$ cat src/rtl/mem_arbiter.sv
// Shares one RAM port between icache (read) and dcache (read/write); grants are registered, so request to wait-low is 2 cycles minimum.
// Grant is held through RAM BUSY/ERROR until ACCESS or the granted requester drops its request; the loser always sees wait=1.
module mem_arbiter #(
  parameter int ADDR_W     = 32,
  parameter int DATA_W     = 32,
  parameter int STARVE_MAX = 4
) (
  input  logic              CLK,
  input  logic              nRST,
  input  logic              iREN,
  input  logic [ADDR_W-1:0] iaddr,
  output logic              iwait,
  output logic [DATA_W-1:0] iload,
  input  logic              dREN,
  input  logic              dWEN,
  input  logic [ADDR_W-1:0] daddr,
  input  logic [DATA_W-1:0] dstore,
  output logic              dwait,
  output logic [DATA_W-1:0] dload,
  output logic              ramREN,
  output logic              ramWEN,
  output logic [ADDR_W-1:0] ramaddr,
  output logic [DATA_W-1:0] ramstore,
  input  logic [DATA_W-1:0] ramload,
  input  logic [1:0]        ramstate,
  output logic              ram_err
);

  localparam int CNT_W = $clog2(STARVE_MAX + 1);
  localparam logic [1:0] RAM_ACCESS = 2'd2;
  localparam logic [1:0] RAM_ERROR  = 2'd3;

  typedef enum logic [1:0] {IDLE, IGRANT, DGRANT} state_t;

  state_t           state, next_state;
  logic [CNT_W-1:0] starve_cnt, next_cnt;
  logic             dreq;
  logic             starved;
  logic             err_seen;

  assign dreq    = dREN | dWEN;
  assign starved = (starve_cnt == CNT_W'(STARVE_MAX));
  assign iload   = ramload;
  assign dload   = ramload;

  always_ff @(posedge CLK or negedge nRST) begin
    if (!nRST) begin
      state      <= IDLE;
      starve_cnt <= '0;
      ram_err    <= 1'b0;
    end else begin
      state      <= next_state;
      starve_cnt <= next_cnt;
      if (err_seen) ram_err <= 1'b1;
    end
  end

  always_comb begin
    next_state = state;
    next_cnt   = starve_cnt;
    iwait      = 1'b1;
    dwait      = 1'b1;
    ramREN     = 1'b0;
    ramWEN     = 1'b0;
    ramaddr    = '0;
    ramstore   = '0;
    err_seen   = 1'b0;
    case (state)
      IDLE: begin
        // Saturation is implicit: a starved count with iREN pending always picks IGRANT.
        if (dreq && !(iREN && starved)) begin
          next_state = DGRANT;
          next_cnt   = iREN ? starve_cnt + 1'b1 : '0;
        end else if (iREN) begin
          next_state = IGRANT;
          next_cnt   = '0;
        end
      end
      DGRANT: begin
        ramaddr  = daddr;
        ramstore = dstore;
        err_seen = (ramstate == RAM_ERROR);
        if (!dreq) begin
          next_state = IDLE;
        end else begin
          ramWEN = dWEN;
          ramREN = dREN & ~dWEN;
          if (ramstate == RAM_ACCESS) begin
            dwait      = 1'b0;
            next_state = IDLE;
          end
        end
      end
      IGRANT: begin
        ramaddr  = iaddr;
        err_seen = (ramstate == RAM_ERROR);
        if (!iREN) begin
          next_state = IDLE;
        end else begin
          ramREN = 1'b1;
          if (ramstate == RAM_ACCESS) begin
            iwait      = 1'b0;
            next_state = IDLE;
          end
        end
      end
      default: next_state = IDLE;
    endcase
  end

endmodule

$ cat config.mk
export PLATFORM = sky130hd
export DESIGN_NAME = mem_arbiter
export DESIGN_NICKNAME = d
export VERILOG_FILES = /design/src/rtl/mem_arbiter.sv
export SDC_FILE = /design/constraint.sdc
export NUM_CORES = 1
export LEC_CHECK = 0
export CAP_MARGIN = 20
export CORE_AREA = 4 4 101 103
export CTS_BUF_LIST = sky130_fd_sc_hd__clkbuf_8
export CTS_CLUSTER_SIZE = 25
export DETAILED_ROUTE_END_ITERATION = 8
export DIE_AREA = 0 0 105 107
export PLACE_DENSITY_LB_ADDON = 0.05
export SYNTH_ARGS = -nofsm -noshare
export SYNTH_HDL_FRONTEND = slang
export SYNTH_SLANG_ARGS = --single-unit
$ cat constraint.sdc
create_clock -name CLK -period 2.2 [get_ports CLK]
set_clock_uncertainty 0.15 [all_clocks]
set_input_delay 0.66 -clock CLK [delete_from_list [all_inputs] [get_ports CLK]]
set_output_delay 0.66 -clock CLK [all_outputs]
set_load 0.05 [all_outputs]
==> run metrics, run 1 <==
Tot GR Track Use=roughly 13%; DRT iter0 DRCs=between 60 and 70; Lkg Pwr=1.85 nW; fmax=a little over 0.4 GHz; status=finished, violations left; die width=105 µm; gate count after technology mapping=224; VDD IR max=0.000522 V; violated checks=negative setup slack; CP Class=register to output pin; Pins Over Slew Limit=0; first-pass GRT wire length=about 11 mm; hold_buf cts=0; Slew HR=82.7%; Yosys top cell area share=~29%; Final Util=between 50% and 60%; Worst Path Arrival=1600 ps; Initial Util=17.9%; Congestion Overflow GR=0; clock latency on the worst-skew pair=220 ps; clock slew at reported path FFs=roughly 40 ps; area of the mapped netlist=1640 µm²; critical path startpoint category=register; clock tree buffer depth=2; CTS buffer count=3; Final Power=between 6 and 7 mW; vias in the first global route=2019; Routed wire per std cell=17.1 µm; Die Footprint=about 11000 µm²; worst min path class=register to register; CP Max Fanout=5; port buffer count=171; register area share after synthesis=9.15%; initial antenna violation count=0; Antenna Cells=0; die height=roughly 110 µm; Syn Nets=around 370; final setup vio count=between 60 and 70; mean post-synth cell area=approximately 7.3 µm²; Final HPWL DP=6.52 mm; Final period util=109%; pin count of the biggest net entering global routing=22; CP Capture Type=output pin; Nets=about 500; DRC viols=0; top-count cell post-synth=buf_4; Layout Area Growth over Synthesis=181%; Via Count=between 1500 and 2000; core area=slightly above 9000 µm²; area leader, netlist=buf_4; Max Cap Violations=0; synth unique cells=27; CTS tree=built; root buf cell=clkbuf_8; RSZ-0062 raised after global routing=true; num rows=35; ys flop type=dfrtp_1; Seq cells post-synth=6; Final Hold Viols=0; non-filler cells, final=464; yosys warns=0; Period minus WS final=2410 ps; gpl congestion=slightly below 0.7; I/O pins=268; Post-synth ARST share=100%; number of synthesized flops with an enable pin=0; Setup WS post-layout=-207 ps; Placed Cells=451; # clock sinks=6; Clock H-tree levels=1; ANT nets after route=0; CP required=~1400 ps; worst slew pin tran=259 ps; Power Dens Cells=1450 nW/µm²; Pre-antenna DRT Iters=4; top post-synthesis cells by area=buf_4 (29%), a22oi_1 (15%), and2_1 (13%), nor2b_1 (13%), dfrtp_1 (9.1%); DRT Wirelength=7.95 mm; drt via density=4.27; top cells by instance count after synthesis=buf_4 (64), and2_1 (33), nor2b_1 (33); layout cell share with drive strength beyond 1=61.5%
[area by class of cell]
type                    count  area (µm²)
inverters                   7        28.8
repair buffers            204        2790
well taps                 111         139
multi-input cells         133        1460
flip-flops and latches      6         151
fillers                   848        4590
clock buffers               3        41.3
[cell usage in the layout, fill, tap and decap left out, drive strengths merged]
cell	Yosys	final
buf	68	101
clkdlybuf4s50	0	92
and2	34	34
nor2b	33	33
a22oi	32	32
dlygate4sd2	0	9
inv	7	7
dfrtp	6	6
ha	6	6
nand3	4	4
clkbuf	10	4
nand2	4	4
o21ai	3	3
nand4	2	2
nand2b	2	2
o2111ai	2	2
nand3b	2	2
o21a	2	2
and3b	1	1
or2	1	1
nor3	1	1
o31ai	1	1
a32o	1	1
a2111oi	1	1
a31o	1	1
dlymetal6s2s	0	1
[state kept, by name, summed over array words and instances (netlist names)]
| signal | flops |
|---|---|
| starve_cnt | 3 |
| state | 2 |
| ram_err | 1 |
[per-layer routing]
metal	track usage [%]	share of wire, %
met5	0	0
met1	12.6	33
met4	4.97	2.4
met3	4.27	10
met2	25.1	54
[power by group]
part / switching (mW) / total [mW] / internal [mW]
Clock: 0.0439 / 0.161 / 0.117
Combinational: 3.00 / 6.34 / 3.34
Sequential: 0.0371 / 0.186 / 0.149
Total: 3.08 / 6.69 / 3.60
[stage by stage]
step                      setup TNS, ps  worst slack, ps  hold slack [ps]  cell area, µm²
final                             -9600             -207              336            4610
after CTS                         -9680             -214              346            4470
after detailed placement          -7390             -284              329            4120
after global routing             -14000             -258              371            4610
after floorplan                    -260             -131              214            1910
after global placement            -6820             -273              313            4120
[logic make-up (layout without fill, tap and decap cells)]
| family | after synthesis | after routing | share of synthesized area (%) |
|---|---|---|---|
| buffers and inverters | 85 | 214 | 34.4 |
| AND/OR/NAND/NOR | 84 | 84 | 31.9 |
| AO/OA/AOI/OAI | 43 | 43 | 20.0 |
| adder cells (fa/ha/maj) | 6 | 6 | 4.57 |
| flip-flops | 6 | 6 | 9.15 |
[critical path, cell delays in order (launching register included)]
cell     delay (ps)
dfrtp_1         390
buf_6           130
ha_4            200
buf_4           150
and3b_1         160
o21a_4          200
buf_12          140
[final timing paths]
kind,from,end,slack [ps],cells past startpoint
worst max-delay path,state[1],ramREN,-210,6
worst min-delay path,ram_err,ram_err,340,1
worst max register to register,state[1],state[1],490,7
worst min register to register,ram_err,ram_err,340,1
max in group asynchronous,nRST,state[0],1150,1
min in group asynchronous,nRST,ram_err,530,1
[repair_timing]
action	CTS	global route
resized for setup	77	19
gates cloned	2	1
endpoints found under the setup margin	68	68
pin swaps	4	4
buffers inserted	1	6
No activity file was read; power rests on OpenSTA's default activity.
==> run 2: changes to the inputs <==
- SLEW_MARGIN: not set -> 30
==> results of run 2 <==
Final layout, timing and power as in run 1 (identical DEF).
